===== config.mk =====
export PLATFORM = sky130hd
export DESIGN_NAME = onehot_index_fifo
export DESIGN_NICKNAME = d
export VERILOG_FILES = /design/src/rtl/prio_enc_pkg.sv /design/src/rtl/sync_fifo_fwft.sv /design/src/rtl/onehot_index_fifo.sv
export SDC_FILE = /design/constraint.sdc
export NUM_CORES = 1
export LEC_CHECK = 0
export CAP_MARGIN = 0
export CORE_MARGIN = 5
export CORE_UTILIZATION = 30
export DETAILED_ROUTE_END_ITERATION = 16
export GPL_TIMING_DRIVEN = 0
export SLEW_MARGIN = 20
export SYNTH_ARGS = -nofsm -noshare
export SYNTH_HDL_FRONTEND = slang
export SYNTH_SLANG_ARGS = --single-unit
export TNS_END_PERCENT = 5

===== constraint.sdc =====
create_clock -name clk_i -period 5.4 [get_ports clk_i]
set_input_delay 1.62 -clock clk_i [delete_from_list [all_inputs] [get_ports clk_i]]
set_output_delay 1.62 -clock clk_i [all_outputs]
set_load 0.01 [all_outputs]

===== src/rtl/prio_enc_pkg.sv =====
// Shared helpers for the priority-encoder datapath: one-hot to index conversion and one-hot checks.
package prio_enc_pkg;

    localparam int unsigned ONEHOT_MAX_W = 64;
    localparam int unsigned IDX_RET_W    = 32;

    // OR of the positions of all set bits; equals the bit index for a proper one-hot.
    function automatic logic [IDX_RET_W-1:0] onehot2idx(input logic [ONEHOT_MAX_W-1:0] onehot);
        logic [IDX_RET_W-1:0] idx;
        idx = '0;
        for (int i = 0; i < ONEHOT_MAX_W; i++) begin
            if (onehot[i]) idx = idx | IDX_RET_W'(i);
        end
        return idx;
    endfunction

    function automatic logic is_onehot0(input logic [ONEHOT_MAX_W-1:0] v);
        return (v & (v - ONEHOT_MAX_W'(1))) == '0;
    endfunction

endpackage


===== src/rtl/sync_fifo_fwft.sv =====
// Generic first-word-fall-through FIFO: DEPTH x W storage, wrapping pointers, separate level counter.
module sync_fifo_fwft #(
    parameter  int unsigned W     = 8,
    parameter  int unsigned DEPTH = 4,
    localparam int unsigned PTR_W = $clog2(DEPTH),
    localparam int unsigned LVL_W = $clog2(DEPTH) + 1
) (
    input  logic             clk,
    input  logic             rst_n,
    input  logic             push,
    input  logic             pop,
    input  logic [W-1:0]     wdata,
    output logic [W-1:0]     rdata,
    output logic             full,
    output logic             empty,
    output logic [LVL_W-1:0] level
);

    logic [W-1:0]     mem [DEPTH];
    logic [PTR_W-1:0] wr_ptr;
    logic [PTR_W-1:0] rd_ptr;
    logic [LVL_W-1:0] count;
    logic             do_push;
    logic             do_pop;

    assign empty   = (count == '0);
    assign full    = (count == LVL_W'(DEPTH));
    assign do_pop  = pop & ~empty;
    // A full FIFO still accepts a write when the head leaves in the same cycle.
    assign do_push = push & (~full | do_pop);

    always_ff @(posedge clk or negedge rst_n) begin
        if (!rst_n) begin
            wr_ptr <= '0;
            rd_ptr <= '0;
            count  <= '0;
        end else begin
            if (do_push) wr_ptr <= wr_ptr + PTR_W'(1);
            if (do_pop)  rd_ptr <= rd_ptr + PTR_W'(1);
            case ({do_push, do_pop})
                2'b10:   count <= count + LVL_W'(1);
                2'b01:   count <= count - LVL_W'(1);
                default: count <= count;
            endcase
        end
    end

    // Storage is intentionally not reset.
    always_ff @(posedge clk) begin
        if (do_push) mem[wr_ptr] <= wdata;
    end

    assign rdata = mem[rd_ptr];
    assign level = count;

endmodule


===== src/rtl/onehot_index_fifo.sv =====
// Converts encoder one-hot left/right pairs to indices + span and buffers them behind a valid/ready FIFO.
// Optional input checking (err_o) is built when ONEHOT_CHECK_EN is defined.
module onehot_index_fifo
    import prio_enc_pkg::*;
#(
    parameter  int unsigned WIDTH = 5,
    parameter  int unsigned DEPTH = 4,
    localparam int unsigned IDX_W = $clog2(WIDTH),
    localparam int unsigned LVL_W = $clog2(DEPTH) + 1
) (
    input  logic             clk_i,
    input  logic             rst_n_i,
    input  logic             data_val_i,
    input  logic [WIDTH-1:0] data_left_i,
    input  logic [WIDTH-1:0] data_right_i,
    output logic             data_val_o,
    input  logic             data_ready_i,
    output logic [IDX_W-1:0] left_idx_o,
    output logic [IDX_W-1:0] right_idx_o,
    output logic [IDX_W-1:0] span_o,
    output logic             zero_o,
    output logic [LVL_W-1:0] level_o,
    output logic             overflow_o,
    output logic             err_o
);

    typedef struct packed {
        logic             zero;
        logic [IDX_W-1:0] span;
        logic [IDX_W-1:0] right_idx;
        logic [IDX_W-1:0] left_idx;
    } entry_t;

    localparam int unsigned ENTRY_W = $bits(entry_t);

    entry_t     wr_entry;
    entry_t     head;
    logic       fifo_full;
    logic       fifo_empty;
    logic       pop;
    logic [IDX_W-1:0] left_idx;
    logic [IDX_W-1:0] right_idx;

    assign left_idx  = IDX_W'(onehot2idx(ONEHOT_MAX_W'(data_left_i)));
    assign right_idx = IDX_W'(onehot2idx(ONEHOT_MAX_W'(data_right_i)));

    always_comb begin
        wr_entry           = '0;
        wr_entry.left_idx  = left_idx;
        wr_entry.right_idx = right_idx;
        wr_entry.span      = left_idx - right_idx;
        wr_entry.zero      = ~|data_left_i & ~|data_right_i;
    end

    assign pop = data_val_o & data_ready_i;

    sync_fifo_fwft #(
        .W     (ENTRY_W),
        .DEPTH (DEPTH)
    ) u_fifo (
        .clk   (clk_i),
        .rst_n (rst_n_i),
        .push  (data_val_i),
        .pop   (pop),
        .wdata (wr_entry),
        .rdata (head),
        .full  (fifo_full),
        .empty (fifo_empty),
        .level (level_o)
    );

    assign data_val_o = ~fifo_empty;

    // Head fields are forced to zero whenever nothing valid is held (including during reset).
    assign left_idx_o  = data_val_o ? head.left_idx  : '0;
    assign right_idx_o = data_val_o ? head.right_idx : '0;
    assign span_o      = data_val_o ? head.span      : '0;
    assign zero_o      = data_val_o ? head.zero      : 1'b0;

    always_ff @(posedge clk_i or negedge rst_n_i) begin
        if (!rst_n_i) begin
            overflow_o <= 1'b0;
        end else if (data_val_i & fifo_full & ~pop) begin
            overflow_o <= 1'b1;
        end
    end

`ifdef ONEHOT_CHECK_EN
    logic bad_c;

    assign bad_c = ~is_onehot0(ONEHOT_MAX_W'(data_left_i))
                 | ~is_onehot0(ONEHOT_MAX_W'(data_right_i))
                 | ((~|data_left_i) ^ (~|data_right_i))
                 | (right_idx > left_idx);

    // Malformed pairs are still stored; only the sticky flag records them.
    always_ff @(posedge clk_i or negedge rst_n_i) begin
        if (!rst_n_i) begin
            err_o <= 1'b0;
        end else if (data_val_i & bad_c) begin
            err_o <= 1'b1;
        end
    end
`else
    assign err_o = 1'b0;
`endif

endmodule


## Word level (Yosys, flattened, before mapping)

Memory sizes are Yosys's and may differ from the RTL's.
Cells that the tools add are included.

- Bits in registers: 8
- Latch bits: 0
- Memory bits (writable): 40
- Bits in read-only memories: 0
- Bits of input ports: 14
- Logic and storage cells: 44
- Memories kept: 1

Memory list:

| memory | depth | width | read ports | clocked after memory_dff | write ports | RTL line | RTL |
|---|---|---|---|---|---|---|---|
| u_fifo.mem | 4 | 10 | 1 | 0 | 1 | sync_fifo_fwft.sv:19 | `logic [W-1:0] mem [DEPTH];` |

- Add/subtract/negate cells: 5
- Multipliers: 0
- Divide/modulo/power cells: 0
- $lt $le $gt $ge: 0
- Equality and inequality tests: 3
- Shift-type cells: 0
- Mux-type cells: 15
- Bitwise operators: 10
- Reduce and logical (&&, ||, !) cells: 6

Operator list:

| kind | number |
|---|---|
| 3-bit two-way mux | 5 |
| 5-bit OR reduction | 2 |
| 2-bit two-way mux | 4 |
| 1-bit AND | 6 |
| 3-bit one-hot mux with 2 select lines | 1 |
| 1-bit two-way mux | 5 |
| 2-bit by 1-bit adder with 2-bit output (second input constant) | 2 |
| 3-bit by 1-bit adder with 3-bit output (second input constant) | 1 |
| 3-bit equality test (second input constant) | 1 |
| 3-bit logical NOT | 1 |
| 1-bit inverter | 3 |
| 3-bit by 1-bit subtractor with 3-bit output (second input constant) | 1 |
| 3-bit subtractor | 1 |
| 2-bit by 1-bit equality test with 1-bit output (second input constant) | 1 |
| 2-bit equality test (second input constant) | 1 |
| 1-bit logical NOT | 2 |
| 2-bit nonzero test | 1 |
| 1-bit bitwise OR | 1 |

## Longest topological paths before layout

- Word-level depth: 8
- Mapped depth: 9
- Gate-level depth less buffers: 9

## Cells and area by module

A second synthesis with hierarchy kept.

- Cell total of the unflattened synthesis: 139
- Area total of the unflattened synthesis: 2194.6 µm²

By module, submodules not included:

| module | instances | cells each | area each (µm²) |
|---|---|---|---|
| sync_fifo_fwft | 1 | 106 | 1963.1 |
| onehot_index_fifo | 1 | 33 | 231.5 |

## Worst setup path after synthesis

Ideal clock, no wire load.

- Kind: input-to-reg
- From: input data_ready_i
- To: register u_fifo.count[2] (netlist: u_fifo.level[2])
- Library setup time: 0.079 ns
- Arrival time: 3.062 ns
- Setup slack: 2.258 ns
- Stages: 9
- Buffers on the path: 0
- Cell sequence: nor4b_2 > nor2b_2 > inv_1 > ha_1 > inv_1 > fa_1 > xor2_1 > nor2_1 > xor2_1

- Cells in the longest elaborated chain, start to end: 6

RTL lines:

| item | RTL line | RTL |
|---|---|---|
| start: declaration | onehot_index_fifo.sv:17 | `input logic data_ready_i,` |
| 1-bit AND (*) | onehot_index_fifo.sv:55 | `assign pop = data_val_o & data_ready_i;` |
| 1-bit AND (*) | sync_fifo_fwft.sv:28 | `assign do_pop = pop & ~empty;` |
| 1-bit bitwise OR | sync_fifo_fwft.sv:30 | `assign do_push = push & (~full \| do_pop);` |
| 1-bit AND | sync_fifo_fwft.sv:30 |  |
| 2-bit by 1-bit equality test with 1-bit output or 2-bit equality test (tied branches) | sync_fifo_fwft.sv:40 | `case ({do_push, do_pop})` |
| 3-bit one-hot mux with 2 select lines or 2-bit nonzero test (tied branches) | -- |  |
| end signal: assignment | sync_fifo_fwft.sv:41 | `2'b10: count <= count + LVL_W'(1);` |
| end signal: assignment | sync_fifo_fwft.sv:42 | `2'b01: count <= count - LVL_W'(1);` |
| end signal: assignment | sync_fifo_fwft.sv:43 | `default: count <= count;` |
| end: declaration | sync_fifo_fwft.sv:22 | `logic [LVL_W-1:0] count;` |

Every way passes the cells marked *; elsewhere a longest branch is shown, timed or not.
A chain may end at the register's enable or synchronous reset.

## Worst setup path after layout

- From: register u_fifo.count[0] (netlist: u_fifo.level[0])
- To: output left_idx_o[2]

- Cells in the longest elaborated chain, start to end: 2

RTL lines:

| item | RTL line | RTL |
|---|---|---|
| 3-bit logical NOT | sync_fifo_fwft.sv:26 | `assign empty = (count == '0);` |
| 3-bit two-way mux | onehot_index_fifo.sv:75 | `assign left_idx_o = data_val_o ? head.left_idx : '0;` |
| end: declaration | onehot_index_fifo.sv:18 | `output logic [IDX_W-1:0] left_idx_o,` |

No other way between the ends.

==> key figures <==
Run status
  • Status: complete, no violations

Synthesis
  • Synth Area in Compound Gates: 0.003593
  • Yosys reg bits: 48
  • Ys async rst share: 0.1667
  • Largest family of logic cells by synthesized area: multiplexers
  • Syn nets: 141
  • Mean Syn Cell Area: 17.56 um2
  • Synth Area in XOR/XNOR: 0.03353
  • Post-Synth Adder-Cell Area: 0.05509
  • Sequential fraction of the synthesis area: 0.6707
  • Synth unique cells: 27
  • Simple-gate share of the synthesized area: 0.08263
  • Synthesized instance count: 119
  • Mux cell area share after synthesis: 0.1216
  • Post-synth EDFFs: 40
  • Ys flop type: edfxtp_1
  • Syn Std Cell Area: 2090 um2
  • Synth warn: 0

CTS
  • H-tree levels: 2
  • Post-CTS Setup Bufs: 0
  • Clock-pin slew on the worst setup and hold paths: 0.08 ns
  • Clk Latency, worst-skew pair: 0.30 ns
  • Post-CTS resize count: 0
  • Clk sink count: 48
  • CTS tree: done
  • Inserted Clock Buffers: 5
  • CTS root buffer: clkbuf_8
  • Post-CTS Hold Buffers: 0
  • CTS Buffer Depth: 2

Drt
  • Wirelength per Cell: 14.84 um
  • Vias: 1058
  • Routed vias/inst: 4.215
  • DR iter-0 viols: 61
  • DRT antenna net count: 0
  • Routed WL: 3726 um
  • Pre-antenna DRT Iters: 4
  • DRC viols: 0

Placed design
  • Dpl cell area: 2490 um2
  • Port-buffer cells: 28
  • HPWL Detailed: 2649 um
  • Inst Count DP: 243
  • GP Congestion: 0.7276

STA
  • Final setup violation count: 0
  • Pins Over Slew Limit: 0
  • Max Clock Skew: 0.006920 ns
  • Post-route minimum period: 3.754 ns
  • Period utilization: 0.6951
  • Slew headroom: 0.6031
  • RSZ-0062 raised after global routing: false
  • Final setup TNS: 0 ns
  • Count of final hold-check violations: 0
  • Fmax: 266.4 MHz
  • Worst-margin pin slew: 0.5954 ns

Setup path
  • Setup crit end kind: output port
  • Setup CP Type: reg -> out
  • CP max FO: 10
  • Arr. time, crit path: 2.13 ns
  • Startpoint Class: flip-flop
  • Req. time, crit path: 3.78 ns

Global routing
  • Gr ovfl total: 0
  • Initial antenna violation count: 0
  • Maximum number of pins on one net before global-route repair: 16
  • Global Route Usage Sum: 0.09535
  • Vias in the first global route: 1264
  • Global-route wire length before repair: 6285 um

Finish
  • Finished Layout Cells: 251
  • Inserted Diodes: 0
  • Fin util: 0.3899
  • Ratio of cells with drive above 1 in the final layout: 0.1548
  • Nets: 176
  • Design Area, Final: 2649 um2
  • Area grow syn2layout: 26.77%

Hold path
  • Min-delay worst type: reg -> reg

Power
  • Comb power frac: 0.380
  • Clock network fraction of total power: 0.241
  • Max rail drop VDD: 0.2767 mV
  • Leakage: 0.9534 nW
  • Pwr Total: 1.432 mW
  • Sequential power share: 0.379
  • Switching share of power: 0.2765
  • P_int: 1.036 mW
  • P_sw: 0.3960 mW
  • PwrDens: 540.6 nW/um2

Floorplan
  • DIE HEIGHT: 93.46 um
  • Initial core utilization: 0.3076
  • Die span in x: 93.46 um
  • Core area: 6794 um2
  • Core Rows: 30
  • Die area: 8734 um2
  • I/O Pins: 30

Run
  • Max Cap Viol: 0
-- Yosys cell counts, types with 2 or more instances --
master | number | area (um2)
mux4_2 | 8 | 180.2
xnor2_1 | 5 | 43.79
xor2_1 | 3 | 26.28
edfxtp_1 | 40 | 1201
ha_1 | 6 | 75.07
fa_1 | 2 | 40.04
and2_1 | 15 | 93.84
inv_1 | 10 | 37.54
nor2_1 | 2 | 7.510
or2_2 | 3 | 18.77
mux4_1 | 2 | 52.55
dfrtp_1 | 8 | 200.2
-- power groups by stage --
| stage | logic, mW | registers [mW] | clock network, mW |
|---|---|---|---|
| after floorplan | 0.315 | 0.547 | 0 |
| after global placement | 0.542 | 0.544 | 0 |
| after detailed placement | 0.559 | 0.551 | 0 |
| after CTS | 0.561 | 0.543 | 0.353 |
| after global routing | 0.601 | 0.551 | 0.371 |
| final | 0.544 | 0.542 | 0.345 |
-- flip-flops by register name, summed over array words and instances, names as in the netlist --
name           cells
u_fifo.rd_ptr      2
u_fifo.mem        40
u_fifo.wr_ptr      2
u_fifo.level       3
overflow_o         1
-- worst max-delay path: stages, from the launching register on --
cell,delay [ns]
dfrtp_1,0.44
or3_1,0.42
clkbuf_1,0.27
and2_1,0.23
clkdlybuf4s50_1,0.48
-- per-stage QoR --
stage	setup slack, ns	hold WS [ns]
finish	1.646	0.4683
global route	1.497	0.5010
CTS	1.614	0.4718
detailed placement	1.581	0.4514
global placement	1.659	0.4400
floorplan	2.258	0.4932
-- cells by family (layout without fill, tap and decap cells) --
kind of cell    count (synthesis)  count (layout)
compound gates                  1               1
xor+xnor                        8               8
fa+ha+maj                       8               8
buf+inv                        14              50
flops                          48              48
mux                            12              12
other cells                     1               1
simple gates                   27              27
-- area by class of cell --
type                    instances  area (um2)
clock buffers                   5       68.82
multi-input cells              57       623.1
plain buffers                   4       27.53
fillers                       635        4145
clock inverters                 3       90.09
flip-flops and latches         48        1401
well taps                      96       120.1
repair buffers                 28       280.3
inverters                      10       37.54
-- cells in the final DEF (no fill, tap or decap), types with 2 or more instances in the layout --
cell type,n
fa_1,2
nor2_1,2
xnor2_1,5
clkdlybuf4s50_1,28
inv_1,10
and2_1,15
or2_2,3
edfxtp_1,40
bufinv_16,3
dfrtp_1,8
clkbuf_8,5
mux4_1,2
mux4_2,8
ha_1,6
xor2_1,3
-- final timing paths --
path	from	endpoint	slack, ns	depth (start not counted)
setup / recovery	u_fifo.level[0]$_DFFE_PN0P_	left_idx_o[2]	1.65	4
hold / removal	overflow_o$_DFFE_PN0P_	overflow_o$_DFFE_PN0P_	0.47	1
setup reg to reg	u_fifo.level[1]$_DFFE_PN0P_	u_fifo.level[2]$_DFFE_PN0P_	3.32	9
hold reg to reg	overflow_o$_DFFE_PN0P_	overflow_o$_DFFE_PN0P_	0.47	1
max in group asynchronous	rst_n_i	u_fifo.rd_ptr[0]$_DFFE_PN0P_	3.53	1
min in group asynchronous	rst_n_i	u_fifo.rd_ptr[1]$_DFFE_PN0P_	1.60	1
-- per-layer routing --
metal	vias up	track usage	routed length, um
li1	500	-	-
met1	536	0.1039	1493
met2	16	0.1691	2015
met3	6	0.03379	163
met4	0	0.03541	53
met5	-	0	0
Note: power is estimated with default switching activity, not from simulation.
